**src/rtl/divider_unsigned_iter_4b_pkg.sv**
```systemverilog
// Shared constants and state encoding for the iterative 4-bit divider.
`timescale 1ns/1ps
package divider_unsigned_iter_4b_pkg;
    localparam int NBITS      = 4;
    localparam int CNT_W      = 2;
    localparam int ITER_COUNT = 4;

    typedef enum logic [1:0] {
        STATE_IDLE = 2'd0,
        STATE_CALC = 2'd1,
        STATE_DONE = 2'd2
    } state_t;
endpackage

```
**src/rtl/divider_unsigned_iter_4b_if.sv**
```systemverilog
// Request/result val/rdy bundle between producer, divider and consumer.
`timescale 1ns/1ps
interface divider_unsigned_iter_4b_if;
    import divider_unsigned_iter_4b_pkg::*;

    logic             istream_val;
    logic             istream_rdy;
    logic [NBITS-1:0] dividend;
    logic [NBITS-1:0] divisor;
    logic             ostream_val;
    logic             ostream_rdy;
    logic [NBITS-1:0] quotient;
    logic [NBITS-1:0] remainder;
    logic             divbyzero;

    // master = request producer / result consumer side
    modport master (
        output istream_val, dividend, divisor, ostream_rdy,
        input  istream_rdy, ostream_val, quotient, remainder, divbyzero
    );

    // slave = the divider
    modport slave (
        input  istream_val, dividend, divisor, ostream_rdy,
        output istream_rdy, ostream_val, quotient, remainder, divbyzero
    );
endinterface

```
**src/rtl/divider_unsigned_iter_4b_dpath.sv**
```systemverilog
// Divider datapath: q/r/d registers, shift mux and the ripple-carry subtractor.
`timescale 1ns/1ps

// Gate-level 4-bit ripple-borrow subtractor: diff = in0 - in1 - bin.
module subtractor_ripple_carry_4b_gl (
    input  logic [3:0] in0,
    input  logic [3:0] in1,
    input  logic       bin,
    output logic [3:0] diff,
    output logic       bout
);
    logic [4:0] borrow;

    assign borrow[0] = bin;
    for (genvar i = 0; i < 4; i++) begin : g_fs
        assign diff[i]     = in0[i] ^ in1[i] ^ borrow[i];
        assign borrow[i+1] = (~in0[i] & in1[i]) | (~(in0[i] ^ in1[i]) & borrow[i]);
    end
    assign bout = borrow[4];
endmodule

module divider_unsigned_iter_4b_dpath
    import divider_unsigned_iter_4b_pkg::*;
(
    input  logic             clk,
    input  logic             rst,
    input  logic             load,
    input  logic             calc,
    input  logic [NBITS-1:0] a,
    input  logic [NBITS-1:0] d,
    output logic [NBITS-1:0] q,
    output logic [NBITS-1:0] r,
    output logic             dbz
);
    logic [NBITS-1:0] q_reg, r_reg, d_reg;
    logic             dbz_reg;
    logic [NBITS:0]   shifted;
    logic [NBITS-1:0] diff;
    logic             bout;
    logic             qbit;

    assign shifted = {r_reg, q_reg[NBITS-1]};

    subtractor_ripple_carry_4b_gl u_sub (
        .in0  (shifted[NBITS-1:0]),
        .in1  (d_reg),
        .bin  (1'b0),
        .diff (diff),
        .bout (bout)
    );

    // A set top bit means shifted >= 16 > D, so the borrow is meaningless then.
    assign qbit = shifted[NBITS] | ~bout;

    // Load operands on handshake, then one restoring step per CALC cycle.
    always_ff @(posedge clk) begin
        if (rst) begin
            q_reg   <= '0;
            r_reg   <= '0;
            d_reg   <= '0;
            dbz_reg <= 1'b0;
        end else if (load) begin
            q_reg   <= a;
            d_reg   <= d;
            r_reg   <= '0;
            dbz_reg <= (d == '0);
        end else if (calc) begin
            r_reg <= qbit ? diff : shifted[NBITS-1:0];
            q_reg <= {q_reg[NBITS-2:0], qbit};
        end
    end

    assign q   = q_reg;
    assign r   = r_reg;
    assign dbz = dbz_reg;
endmodule

```
**src/rtl/divider_unsigned_iter_4b.sv**
```systemverilog
// Iterative 4-bit unsigned restoring divider: control FSM and step counter.
`timescale 1ns/1ps
module divider_unsigned_iter_4b
    import divider_unsigned_iter_4b_pkg::*;
(
    input  logic                        clk,
    input  logic                        rst,
    divider_unsigned_iter_4b_if.slave   bus
);
    localparam logic [CNT_W-1:0] CNT_LAST = CNT_W'(ITER_COUNT - 1);

    state_t           state, state_next;
    logic [CNT_W-1:0] cnt;
    logic             load, calc, in_rdy, out_val;

    // State register and iteration counter.
    always_ff @(posedge clk) begin
        if (rst) begin
            state <= STATE_IDLE;
            cnt   <= '0;
        end else begin
            state <= state_next;
            if (load)
                cnt <= '0;
            else if (calc)
                cnt <= cnt + 1'b1;
        end
    end

    // Next-state and handshake decode.
    always_comb begin
        state_next = state;
        in_rdy     = 1'b0;
        out_val    = 1'b0;
        load       = 1'b0;
        calc       = 1'b0;
        case (state)
            STATE_IDLE: begin
                in_rdy = 1'b1;
                if (bus.istream_val) begin
                    load       = 1'b1;
                    state_next = STATE_CALC;
                end
            end
            STATE_CALC: begin
                calc = 1'b1;
                if (cnt == CNT_LAST)
                    state_next = STATE_DONE;
            end
            STATE_DONE: begin
                out_val = 1'b1;
                if (bus.ostream_rdy)
                    state_next = STATE_IDLE;
            end
            default: state_next = STATE_IDLE;
        endcase
    end

    divider_unsigned_iter_4b_dpath u_dpath (
        .clk  (clk),
        .rst  (rst),
        .load (load),
        .calc (calc),
        .a    (bus.dividend),
        .d    (bus.divisor),
        .q    (bus.quotient),
        .r    (bus.remainder),
        .dbz  (bus.divbyzero)
    );

    assign bus.istream_rdy = in_rdy;
    assign bus.ostream_val = out_val;
endmodule

```
**src/flat_wrapper.sv**
```systemverilog
// flat-port wrapper written by rule: the top's interface ports become plain ports
module divider_unsigned_iter_4b_flat import divider_unsigned_iter_4b_pkg::*;
  (clk, rst, bus_istream_val, bus_dividend, bus_divisor, bus_ostream_rdy, bus_istream_rdy, bus_ostream_val, bus_quotient, bus_remainder, bus_divbyzero);
  divider_unsigned_iter_4b_if bus_i ();
  input  logic clk;
  input  logic rst;
  input wire logic [$bits(bus_i.istream_val)-1:0] bus_istream_val;
  input wire logic [$bits(bus_i.dividend)-1:0] bus_dividend;
  input wire logic [$bits(bus_i.divisor)-1:0] bus_divisor;
  input wire logic [$bits(bus_i.ostream_rdy)-1:0] bus_ostream_rdy;
  output wire logic [$bits(bus_i.istream_rdy)-1:0] bus_istream_rdy;
  output wire logic [$bits(bus_i.ostream_val)-1:0] bus_ostream_val;
  output wire logic [$bits(bus_i.quotient)-1:0] bus_quotient;
  output wire logic [$bits(bus_i.remainder)-1:0] bus_remainder;
  output wire logic [$bits(bus_i.divbyzero)-1:0] bus_divbyzero;
  assign bus_i.istream_val = bus_istream_val;
  assign bus_i.dividend = bus_dividend;
  assign bus_i.divisor = bus_divisor;
  assign bus_i.ostream_rdy = bus_ostream_rdy;
  assign bus_istream_rdy = bus_i.istream_rdy;
  assign bus_ostream_val = bus_i.ostream_val;
  assign bus_quotient = bus_i.quotient;
  assign bus_remainder = bus_i.remainder;
  assign bus_divbyzero = bus_i.divbyzero;
  divider_unsigned_iter_4b u_core (.clk(clk), .rst(rst), .bus(bus_i));
endmodule
```
**config.mk**
```make
export PLATFORM = sky130hd
export DESIGN_NAME = divider_unsigned_iter_4b_flat
export DESIGN_NICKNAME = d
export VERILOG_FILES = /design/src/rtl/divider_unsigned_iter_4b_pkg.sv /design/src/rtl/divider_unsigned_iter_4b_if.sv /design/src/rtl/divider_unsigned_iter_4b_dpath.sv /design/src/rtl/divider_unsigned_iter_4b.sv /design/src/flat_wrapper.sv
export SDC_FILE = /design/constraint.sdc
export NUM_CORES = 1
export LEC_CHECK = 0
export CORE_MARGIN = 3
export CORE_UTILIZATION = 47
export DETAILED_ROUTE_END_ITERATION = 6
export GPL_ROUTABILITY_DRIVEN = 0
export PLACE_DENSITY = 0.85
export SYNTH_ARGS = -nofsm -noshare
export SYNTH_HDL_FRONTEND = slang
export SYNTH_SLANG_ARGS = --single-unit
```
**constraint.sdc**
```tcl
create_clock -name clk -period 3.1 [get_ports clk]
set_input_delay 0.62 -clock clk [delete_from_list [all_inputs] [get_ports clk]]
set_output_delay 0.62 -clock clk [all_outputs]
set_load 0.05 [all_outputs]
```
Yosys cells after proc, flatten, opt, wreduce, memory -nomap -nowiden. Index checks and enable logic that the tools add are counted.

Add/subtract/negate cells: 1. Eq/ne operators: 6. Muxes and demuxes: 12. Bitwise gates (word level): 26. Reductions and logical operators: 5.

Operators with widths (count): 4-bit two-way mux (3); 1-bit inverter (8); 1-bit bitwise AND (7); 1-bit bitwise XOR (7); 2-bit two-way mux (3); 2-bit one-hot mux with 3 select lines (1); 1-bit two-way mux (5); 2-bit == test (second input constant) (2); 4-bit zero test (1); 2-bit inequality test (second input constant) (2); 1-bit OR (4); 3-bit AND reduction (1); 2-bit by 1-bit adder with 2-bit output (second input constant) (1); 2-bit by 1-bit == test with 1-bit output (second input constant) (1); 2-bit zero test (1); 2-bit by 1-bit inequality test with 1-bit output (second input constant) (1); 2-bit nonzero test (1); 2-bit OR reduction (1).

Register bits: 17. Output and inout port bits: 11. Word-level logic and storage cells: 56.

Longest topological paths before layout. Gate-level depths: netlist of run 1.

Word-level depth: 12. Depth in mapped cells: 8.

Cells and area by module. From an unflattened synthesis of run 1, not the netlist that was laid out.

Cells, all modules: 94. Area total of the unflattened synthesis: 909.6 sq um.

Modules (own cells, without submodules): divider_unsigned_iter_4b_dpath (instances 1, cells an instance 58, area an instance 578.1 sq um); divider_unsigned_iter_4b (instances 1, cells an instance 22, area an instance 214.0 sq um); subtractor_ripple_carry_4b_gl (instances 1, cells an instance 14, area an instance 117.6 sq um).

Worst setup path after synthesis of run 1. No wires, ideal clock.

Kind: reg2reg. Start: register u_core.u_dpath.q_reg[3] (netlist: u_core.u_dpath.q[3]). End: register u_core.u_dpath.r_reg[0] (netlist: u_core.u_dpath.r[0]). Setup time: 0.103 ns. Arrival time: 2.865 ns. Setup slack: 0.131 ns. Cell stages (with the launch flop): 9. Path buffers: 0. Cells stage by stage: dfxtp_1 -> inv_1 -> ha_1 -> fa_1 -> fa_1 -> fa_1 -> nand2b_4 -> mux2_4 -> a2111oi_2.

Word-level cells in the longest chain between the ends: 11.

RTL lines: from (decl) (line divider_unsigned_iter_4b_dpath.sv:35) `logic [NBITS-1:0] q_reg, r_reg, d_reg;`; from (signal assigned) (line divider_unsigned_iter_4b_dpath.sv:69) `q_reg <= {q_reg[NBITS-2:0], qbit};`; 1-bit inverter (line divider_unsigned_iter_4b_dpath.sv:17) `assign borrow[i+1] = (~in0[i] & in1[i]) | (~(in0[i] ^ in1[i]) & borrow[i]);`; 1-bit bitwise AND (2 in series) (line divider_unsigned_iter_4b_dpath.sv:17); 1-bit OR (line divider_unsigned_iter_4b_dpath.sv:17); 1-bit bitwise AND (line divider_unsigned_iter_4b_dpath.sv:17); 1-bit OR (line divider_unsigned_iter_4b_dpath.sv:17); 1-bit bitwise AND (line divider_unsigned_iter_4b_dpath.sv:17); 1-bit OR (line divider_unsigned_iter_4b_dpath.sv:17); 1-bit inverter (line divider_unsigned_iter_4b_dpath.sv:53) `assign qbit = shifted[NBITS] | ~bout;`; 1-bit OR (line divider_unsigned_iter_4b_dpath.sv:53); 4-bit two-way mux (*) (line divider_unsigned_iter_4b_dpath.sv:68) `r_reg <= qbit ? diff : shifted[NBITS-1:0];`; to (signal assigned) (line divider_unsigned_iter_4b_dpath.sv:68); to (decl) (line divider_unsigned_iter_4b_dpath.sv:35).

Mark *: on every way between the ends. The rest lies on a longest branch, timed or not. A chain may end at the register's enable or synchronous reset.

Final worst setup path of run 1.
Start: register u_core.u_dpath.q_reg[3] (netlist: u_core.u_dpath.q[3]). End: register u_core.u_dpath.r_reg[1] (netlist: u_core.u_dpath.r[1]).

Word-level cells in the longest chain between the ends: 11.

RTL lines (line): 1-bit inverter (*) (divider_unsigned_iter_4b_dpath.sv:17); 1-bit bitwise AND (*) (divider_unsigned_iter_4b_dpath.sv:17); 1-bit bitwise AND (divider_unsigned_iter_4b_dpath.sv:17); 1-bit OR (divider_unsigned_iter_4b_dpath.sv:17); 1-bit bitwise AND (divider_unsigned_iter_4b_dpath.sv:17); 1-bit OR (divider_unsigned_iter_4b_dpath.sv:17); 1-bit bitwise AND (divider_unsigned_iter_4b_dpath.sv:17); 1-bit OR (divider_unsigned_iter_4b_dpath.sv:17); 1-bit inverter (divider_unsigned_iter_4b_dpath.sv:53); 1-bit OR (divider_unsigned_iter_4b_dpath.sv:53); 4-bit two-way mux (*) (divider_unsigned_iter_4b_dpath.sv:68).

Marks and branches as above.

==> out/qor.txt, run 1 <==
clk_lat worst skew: 0.29 ns
core outline area: 1764 µm²
Critical Path AT: 2.96 ns
fin nets: 127
routed wl met3: 84 µm
Gates resized, CTS repair: 0
Worst Hold Class: register to register
Max Slew Vio Count: 0
area fraction of the dominant cell type after synthesis: 37.83%
clock sinks: 17
mean area per synthesized cell: 10.22 µm²
Leakage: 0.4396 nW
max frequency: 361.2 MHz
placed inst area: 1114 µm²
most numerous cell in the Yosys netlist: dfxtp_1
DR vias: 690
Port-buffer cells: 22
Synth Warn #: 0
reg-to-reg setup timing slack: 0.33 ns
#FFs+latches synth: 17
hold path cells: 2
FP Rows: 15
worst-path fanout max: 5
crit start category: register
Seq/Total Area, Yosys: 37.83%
Post-synth top cells: dfxtp_1 (17), nor2_1 (15), inv_1 (7), mux2i_1 (7)
Primary FF master, synth: dfxtp_1
Reg clk slew, reported paths: 0.10 ns
pin count of the biggest net entering global routing: 19
Syn Nets: 105
pwr dens: 470.4 nW/µm²
hold endpoint: u_core.u_dpath.dbz
clk buf depth: 2
Detailed Route WL: 1.754 mm
Fin Setup TNS: 0 ns
Tmin final: 2.769 ns
layout cell share with drive strength beyond 1: 12.84%
initial antenna violation count: 0
H-tree Lvls: 1
number of vias per cell: 5.149
status: finished, final reports clean
Worst Skew: 0.002119 ns
DP HPWL: 1.372 mm
DRC: 0
Root Buffer: clkbuf_4
largest cells by area after synthesis: dfxtp_1 (38%), mux2i_1 (7.8%), fa_1 (6.7%), nor2_1 (6.3%), a2111oi_2 (5.0%)
RSZ-0062 raised after global routing: false
count of final setup violators: 0
kind of critical path: register to register
Power, Total: 0.5368 mW
actual slew at the worst max-slew pin: 0.8904 ns
Mapped Area: 899.6 µm²
max_cap viols: 0
Critical R2R Launch: u_core.u_dpath.q[3]
non-filler instance count after layout: 134
Req. time, crit path: 3.29 ns
Placed Cells: 130
DIE AREA: 2475 µm²
Ports: 23
Netlist cell types: 29
vias in the first global route: 684
CTS buffer count: 3
Routed Antenna Nets: 0
routed wl met2: 873 µm
post-CTS setup buffer count: 0
Tcrit/Tclk final: 89.32%
average wire per standard cell: 13.09 µm
RR Endpoint: u_core.u_dpath.r[1]
Worst Hold Launch: u_core.u_dpath.dbz
worst hold slack: 0.5076 ns
Final Util: 64.68%
Routed met1 length: 784 µm
final setup margin: 0.3312 ns
Post-CTS Hold Fix Bufs: 0
Initial DRC Count: 14
die width: 49.75 µm
gr ovfl total: 0
post-place setup slack: 0.3296 ns
Gate Count Post-Synth: 88
Rel. slew slack: 40.52%
Top Metal Used: met4
worst vdd ir: 0.2503 mV
Post-synth EDFFs: 0
Synth area leader: dfxtp_1
first-pass GRT wire length: 3.215 mm
post-route cell area: 1141 µm²
chip height: 49.75 µm
Pre-Repair DR Iteration Count: 4
diode count: 0
depth of the most critical reg-to-reg path: 8
gr usage total: 17.25%
Initial Util: 50.99%
TritonCTS clock tree: done
Worst setup EP type: register
final hold viol count: 0
ys async rst share: 0%
Area Overhead vs Synth: 26.84%
logic make-up after synthesis:
kind of cell | after synthesis | synth area share [%]
xor gates and xnor gates | 1 | 0.9738
and+or+nand+nor | 28 | 17.11
DFF | 17 | 37.83
buffers and inverters | 13 | 7.928
adders and majority gates | 5 | 9.457
AOI/OAI and AO/OA | 14 | 13.91
muxes | 10 | 12.80
worst max-delay path by stage:
| stage | startpoint | to | slack [ns] | cells after the start |
|---|---|---|---|---|
| global route | u_core.u_dpath.q[3] | u_core.u_dpath.r[1] | 0.21 | 8 |
| global placement | u_core.u_dpath.q[3] | u_core.u_dpath.r[0] | 0.48 | 8 |
| CTS | u_core.u_dpath.q[3] | u_core.u_dpath.r[1] | 0.31 | 8 |
| floorplan | u_core.u_dpath.q[3] | u_core.u_dpath.r[0] | 0.13 | 8 |
| finish | u_core.u_dpath.q[3] | u_core.u_dpath.r[1] | 0.33 | 8 |
| detailed placement | u_core.u_dpath.q[3] | u_core.u_dpath.r[1] | 0.33 | 8 |
cell type report:
type                    count  area, µm²
clock buffers               3      22.52
clock inverters             1      5.005
fillers                   160      623.1
inverters                   7      26.28
multi-input cells          58      488.0
flip-flops and latches     17      340.3
well taps                  25      31.28
repair buffers             23      227.7
critical path, cell delays in order, from the launching register on:
cell       delay, ns
dfxtp_1         0.37
inv_1           0.07
ha_1            0.22
fa_1            0.41
fa_1            0.40
fa_1            0.42
nand2b_4        0.13
mux2_4          0.31
a2111oi_2       0.34
layout by cell type (no fill, tap or decap), types with 2 or more instances in the layout:
master and instances:
nor3_1 2, ha_1 2, inv_1 7, clkbuf_4 3, mux2_4 3, o22ai_1 2
nor2b_1 2, nor2_1 15, mux2i_1 7, a211oi_1 3, a2111oi_2 3, nor4_1 2
dfxtp_1 17, nand2b_1 2, fa_1 3, clkdlybuf4s50_1 22
power by group:
part / leakage, nW / switching, mW / total (mW) / internal (mW)
Combinational: 0.282 / 0.0921 / 0.171 / 0.0790
Clock: 0.0177 / 0.0708 / 0.119 / 0.0480
Sequential: 0.140 / 0.0136 / 0.247 / 0.233
metal layers:
| metal | GRT usage (%) | vias up |
|---|---|---|
| li1 | - | 352 |
| met2 | 27.75 | 16 |
| met4 | 8.295 | 0 |
| met1 | 21.58 | 320 |
| met5 | 0 | - |
| met3 | 3.927 | 2 |
No activity file was read; power rests on OpenSTA's default activity.
==> inputs of run 2 (changes only) <==
--- a/config.mk
+++ b/config.mk
@@ -10,6 +10,7 @@
 export DETAILED_ROUTE_END_ITERATION = 6
 export GPL_ROUTABILITY_DRIVEN = 0
 export PLACE_DENSITY = 0.85
+export SETUP_SLACK_MARGIN = 0.5
 export SYNTH_ARGS = -nofsm -noshare
 export SYNTH_HDL_FRONTEND = slang
 export SYNTH_SLANG_ARGS = --single-unit
==> out/qor.txt, run 2 (synthesis results as in run 1) <==
status: finished, final reports clean (unchanged)
Initial Util: 50.99% (unchanged)
TritonCTS clock tree: done (unchanged)
Pre-Repair DR Iteration Count: 4 (unchanged)
Req. time, crit path: 3.30 ns (was 3.29 ns)
Most common cell on crit path: fa_2 (was fa_1)
core outline area: 1764 µm² (unchanged)
fin nets: 130 (was 127)
clock sinks: 17 (unchanged)
Critical Path AT: 2.72 ns (was 2.96 ns)
Worst setup EP type: register (unchanged)
Worst Skew: 0.006216 ns (was 0.002119 ns)
max frequency: 396.2 MHz (was 361.2 MHz)
DRC: 0 (unchanged)
Fin Setup TNS: 0 ns (unchanged)
Critical R2R Launch: u_core.u_dpath.q[3] (unchanged)
Reg clk slew, reported paths: 0.10 ns (about the same)
post-place setup slack: 0.5561 ns (was 0.3296 ns)
CP max-delay cell: fa_2 (was fa_1)
FP Rows: 15 (unchanged)
die width: 49.75 µm (unchanged)
actual slew at the worst max-slew pin: 0.9429 ns (was 0.8904 ns)
chip height: 49.75 µm (unchanged)
kind of critical path: register to register (unchanged)
DIE AREA: 2475 µm² (unchanged)
Port-buffer cells: 22 (unchanged)
max_cap viols: 0 (unchanged)
count of final setup violators: 0 (unchanged)
Ports: 23 (unchanged)
Tmin final: 2.524 ns (was 2.769 ns)
DR vias: 707 (was 690)
Tcrit/Tclk final: 81.42% (was 89.32%)
diode count: 0 (unchanged)
average wire per standard cell: 13.93 µm (was 13.09 µm)
Area Overhead vs Synth: 32.27% (was 26.84%)
Initial DRC Count: 15 (was 14)
number of vias per cell: 5.161 (was 5.149)
most frequent cells in the layout: clkdlybuf4s50_1 (22), nor2_1 (15), dfxtp_1 (15), mux2i_1 (7), inv_1 (6) (was clkdlybuf4s50_1 (22), dfxtp_1 (17), nor2_1 (15), inv_1 (7), mux2i_1 (7))
Rel. slew slack: 37.01% (was 40.52%)
RSZ-0062 raised after global routing: false (unchanged)
crit start category: register (unchanged)
clk buf depth: 2 (unchanged)
final setup margin: 0.5759 ns (was 0.3312 ns)
critical path cell sequence: inv_4, ha_4, fa_2, fa_2, fa_2, nand2b_4, mux2_4, a2111oi_2 (was inv_1, ha_1, fa_1, fa_1, fa_1, nand2b_4, mux2_4, a2111oi_2)
Leakage: 0.4499 nW (was 0.4396 nW)
pin count of the biggest net entering global routing: 19 (unchanged)
Routed Antenna Nets: 0 (unchanged)
CTS buffer count: 3 (unchanged)
Power, Total: 0.5571 mW (was 0.5368 mW)
vias in the first global route: 733 (was 684)
fillers: 144 (was 160)
DP HPWL: 1.420 mm (was 1.372 mm)
Root Buffer: clkbuf_4 (unchanged)
gr ovfl total: 0 (unchanged)
initial antenna violation count: 0 (unchanged)
worst-path fanout max: 5 (unchanged)
pwr dens: 468.2 nW/µm² (was 470.4 nW/µm²)
layout cell share with drive strength beyond 1: 20.54% (was 12.84%)
most common cell after layout, fill and taps aside: clkdlybuf4s50_1 (unchanged)
CP startpoint: u_core.u_dpath.q[3] (unchanged)
Post-CTS Hold Fix Bufs: 0 (unchanged)
gr usage total: 17.14% (was 17.25%)
H-tree Lvls: 1 (unchanged)
Worst Hold Launch: u_core.u_dpath.dbz (unchanged)
final hold viol count: 0 (unchanged)
first-pass GRT wire length: 3.263 mm (was 3.215 mm)
clk_lat worst skew: 0.30 ns (was 0.29 ns)
Max Slew Vio Count: 0 (unchanged)
Worst Hold Class: register to register (unchanged)
Detailed Route WL: 1.908 mm (was 1.754 mm)
worst vdd ir: 0.3325 mV (was 0.2503 mV)
CP peak stage delay: 0.41 ns (was 0.42 ns)
## run 2: area by class of cell
type	count	area, µm²	share of cell area, %
inverters	7	28.78	2.419
clock buffers	4	26.28	2.208
flip-flops and latches	17	345.3	29.02
multi-input cells	58	508.0	42.69
well taps	25	31.28	2.629
repair buffers	26	250.2	21.03
## run 2: metrics by stage
| stage | instances | hold slack, ns | area [µm²] | util [%] |
|---|---|---|---|---|
| CTS | 134 | 0.5163 | 1167 | 66.17 |
| global placement | 130 | 0.4739 | 1141 | 64.68 |
| global route | 137 | 0.5457 | 1190 | 67.45 |
| finish | 137 | 0.5118 | 1190 | 67.45 |
| detailed placement | 130 | 0.4934 | 1141 | 64.68 |
| floorplan | 88 | 0.4865 | 927.1 | - |
## run 2: worst max-delay path, delay by kind of cell, from the launching register on
family | cells | cell delay [ns]
multiplexers | 1 | 0.31
AND/OR/NAND/NOR | 1 | 0.12
buffers and inverters | 1 | 0.04
AO/OA/AOI/OAI | 1 | 0.33
adder cells (fa/ha/maj) | 4 | 1.27
flip-flops | 1 | 0.37
## run 2: what timing repair did
item                       CTS  global route
buffers inserted             0             3
gates resized for setup      0             0
setup endpoints to repair    0             3
## run 2: final timing paths
| check | slack, ns | cells past startpoint | end |
|---|---|---|---|
| worst min-delay path | 0.51 | 2 | u_core.u_dpath.dbz |
| worst min register to register | 0.51 | 2 | u_core.u_dpath.dbz |
| worst max register to register | 0.58 | 8 | u_core.u_dpath.r[0] |
| worst max-delay path | 0.58 | 8 | u_core.u_dpath.r[0] |
## run 2: where the power goes
part | total, mW | internal [mW] | switching (mW)
Clock | 0.122 | 0.0501 | 0.0718
Combinational | 0.187 | 0.0900 | 0.0974
Sequential | 0.248 | 0.234 | 0.0143
Total | 0.557 | 0.374 | 0.183
## run 2: routing by layer
metal | global-route usage, % | share of wire [%] | up-vias
met1 | 20.72 | 44 | 336
li1 | - | - | 352
met3 | 6.647 | 4.7 | 4
met4 | 5.069 | 1.5 | 0
met2 | 27.97 | 50 | 15
met5 | 0 | 0 | -
==> inputs of run 3 (changes only) <==
--- a/config.mk
+++ b/config.mk
@@ -6,10 +6,10 @@
 export NUM_CORES = 1
 export LEC_CHECK = 0
 export CORE_MARGIN = 3
-export CORE_UTILIZATION = 47
+export CORE_UTILIZATION = 42
 export DETAILED_ROUTE_END_ITERATION = 6
 export GPL_ROUTABILITY_DRIVEN = 0
-export PLACE_DENSITY = 0.85
+export PLACE_DENSITY = 0.81
 export SETUP_SLACK_MARGIN = 0.5
 export SYNTH_ARGS = -nofsm -noshare
 export SYNTH_HDL_FRONTEND = slang
==> constraint.sdc (replaced) <==
create_clock -name clk -period 2.05 [get_ports clk]
set_input_delay 0.41 -clock clk [delete_from_list [all_inputs] [get_ports clk]]
set_output_delay 0.41 -clock clk [all_outputs]
set_load 0.05 [all_outputs]
==> out/qor.txt, run 3 (synthesis results as in run 1) <==
Max Slew Vio Count: 0 (unchanged)
Worst Hold Launch: u_core.state[1] (was u_core.u_dpath.dbz)
RSZ-0062 raised after global routing: true (was false)
reg-to-reg setup timing slack: -0.43 ns (was 0.58 ns)
Buf/Inv on CP: 1 (unchanged)
final setup margin: -0.4327 ns (was 0.5759 ns)
most common cell after layout, fill and taps aside: nor2_1 (was clkdlybuf4s50_1)
pwr dens: 668.4 nW/µm² (was 468.2 nW/µm²)
clock power share: 20.0% (was 21.9%)
number of vias per cell: 5.101 (was 5.161)
DIE AREA: 2733 µm² (was 2475 µm²)
FP Rows: 16 (was 15)
initial antenna violation count: 0 (unchanged)
CP peak stage delay: 0.38 ns (was 0.41 ns)
TritonCTS clock tree: done (unchanged)
depth of the most critical reg-to-reg path: 8 (unchanged)
Critical Path AT: 2.67 ns (was 2.72 ns)
CP top delay family: adder cells (unchanged)
fin nets: 140 (was 130)
hold endpoint: u_core.state[0] (was u_core.u_dpath.dbz)
Worst Hold Class: register to register (unchanged)
Detailed Route WL: 2.161 mm (was 1.908 mm)
CTS buffer count: 3 (unchanged)
Post-CTS Hold Fix Bufs: 0 (unchanged)
max frequency: 402.8 MHz (was 396.2 MHz)
core outline area: 2002 µm² (was 1764 µm²)
post-place setup slack: -0.4323 ns (was 0.5561 ns)
gr ovfl total: 0 (unchanged)
actual slew at the worst max-slew pin: 0.2971 ns (was 0.9429 ns)
die width: 52.28 µm (was 49.75 µm)
Reg clk slew, reported paths: 0.09 ns (was 0.10 ns)
Sequential Area: 352.8 µm² (was 345.3 µm²)
switching share of power: 33.18% (was 32.93%)
switching power: 0.2949 mW (was 0.1834 mW)
Area Overhead vs Synth: 47.84% (was 32.27%)
DRC: 0 (unchanged)
Int Pwr: 0.5941 mW (was 0.3737 mW)
worst hold slack: 0.4944 ns (was 0.5118 ns)
gr usage total: 17.19% (was 17.14%)
Rel. slew slack: 80.13% (was 37.01%)
Flop pwr share: 42.1% (was 44.5%)
Initial Util: 44.94% (was 50.99%)
Req. time, crit path: 2.24 ns (was 3.30 ns)
critical path cell sequence: inv_4, ha_4, fa_2, fa_2, fa_2, nand2b_4, mux2_4, a2111oi_4 (was inv_4, ha_4, fa_2, fa_2, fa_2, nand2b_4, mux2_4, a2111oi_2)
clk_lat worst skew: 0.29 ns (was 0.30 ns)
placed inst area: 1196 µm² (was 1141 µm²)
status: complete, but fails checks (was finished, final reports clean)
chip height: 52.28 µm (was 49.75 µm)
Critical R2R Launch: u_core.u_dpath.q[3] (unchanged)
max_cap viols: 0 (unchanged)
average wire per standard cell: 14.50 µm (was 13.93 µm)
failing checks: negative setup slack
Initial DRC Count: 24 (was 15)
Gate power share: 37.9% (was 33.6%)
Ports: 23 (unchanged)
clock sinks: 17 (unchanged)
final hold viol count: 0 (unchanged)
fillers: 145 (was 144)
count of final setup violators: 5 (was 0)
worst vdd ir: 0.4549 mV (was 0.3325 mV)
Worst setup EP type: register (unchanged)
Fin Setup TNS: -1.938 ns (was 0 ns)
Worst Skew: 0.002827 ns (was 0.006216 ns)
Leakage: 0.5120 nW (was 0.4499 nW)
hold path cells: 1 (was 2)
DR vias: 760 (was 707)
Root Buffer: clkbuf_4 (unchanged)
pin count of the biggest net entering global routing: 12 (was 19)
CP max-delay cell: fa_2 (unchanged)
layout cell share with drive strength beyond 1: 39.34% (was 20.54%)
Tcrit/Tclk final: 121.1% (was 81.42%)
post-route cell area: 1330 µm² (was 1190 µm²)
Tmin final: 2.483 ns (was 2.524 ns)
most frequent cells in the layout: nor2_1 (15), buf_4 (13), dfxtp_1 (13), clkdlybuf4s50_1 (11), clkdlybuf4s15_2 (8) (was clkdlybuf4s50_1 (22), nor2_1 (15), dfxtp_1 (15), mux2i_1 (7), inv_1 (6))
Pre-Repair DR Iteration Count: 4 (unchanged)
RR Endpoint: u_core.u_dpath.r[0] (unchanged)
worst-path fanout max: 5 (unchanged)
clk buf depth: 2 (unchanged)
first-pass GRT wire length: 3.367 mm (was 3.263 mm)
vias in the first global route: 759 (was 733)
Routed Antenna Nets: 0 (unchanged)
Port-buffer cells: 22 (unchanged)
multi-input logic area: 551.8 µm² (was 508.0 µm²)
Most common cell on crit path: fa_2 (unchanged)
diode count: 0 (unchanged)
Final Util: 66.44% (was 67.45%)
DP HPWL: 1.555 mm (was 1.420 mm)
kind of critical path: register to register (unchanged)
crit start category: register (unchanged)
H-tree Lvls: 1 (unchanged)
==> run 3: power by group through the flow <==
stage          Sequential (mW)  Clock [mW]  Combinational, mW
2_1_floorplan            0.423           0              0.154
3_3_place_gp             0.381           0              0.280
3_5_place_dp             0.382           0              0.290
4_1_cts                  0.374       0.187              0.311
5_1_grt                  0.377       0.195              0.362
6_report                 0.374       0.178              0.337
==> run 3: layout make-up <==
| type | instances | share of cell area (%) |
|---|---|---|
| flip-flops and latches | 17 | 26.53 |
| multi-input cells | 58 | 41.49 |
| inverters | 7 | 2.164 |
| repair buffers | 36 | 25.31 |
| clock buffers | 4 | 1.976 |
| well taps | 27 | 2.540 |
==> run 3: worst max path at each step <==
stage,start,end,slack (ns),cells past startpoint
final,u_core.u_dpath.q[3],u_core.u_dpath.r[0],-0.43,8
after global routing,u_core.u_dpath.q[3],u_core.u_dpath.r[0],-0.50,8
after CTS,u_core.u_dpath.q[3],u_core.u_dpath.r[1],-0.45,8
after detailed placement,u_core.u_dpath.q[3],u_core.u_dpath.r[1],-0.43,8
after global placement,u_core.u_dpath.q[3],u_core.u_dpath.r[0],-0.38,8
after floorplan,u_core.u_dpath.q[3],u_core.u_dpath.r[0],-0.48,8
==> run 3: metal layers <==
layer | up-vias | share of wire [%] | GRT usage [%]
li1 | 373 | - | -
met1 | 370 | 43 | 18.28
met2 | 13 | 53 | 31.20
met3 | 4 | 2.0 | 2.279
met4 | 0 | 2.1 | 11.06
met5 | - | 0 | 0
==> run 3: timing repair <==
action / CTS / global route
gates cloned: 0 / 0
endpoints found under the setup margin: 15 / 10
pin swaps: 2 / 2
gates resized for setup: 34 / 5
setup buffers: 1 / 5
==> run 3: per-stage QoR <==
step / power (mW) / instances
2_1_floorplan: 0.5768 / 88
6_report: 0.8890 / 149
5_1_grt: 0.9344 / 149
4_1_cts: 0.8724 / 144
3_3_place_gp: 0.6604 / 139
3_5_place_dp: 0.6717 / 139
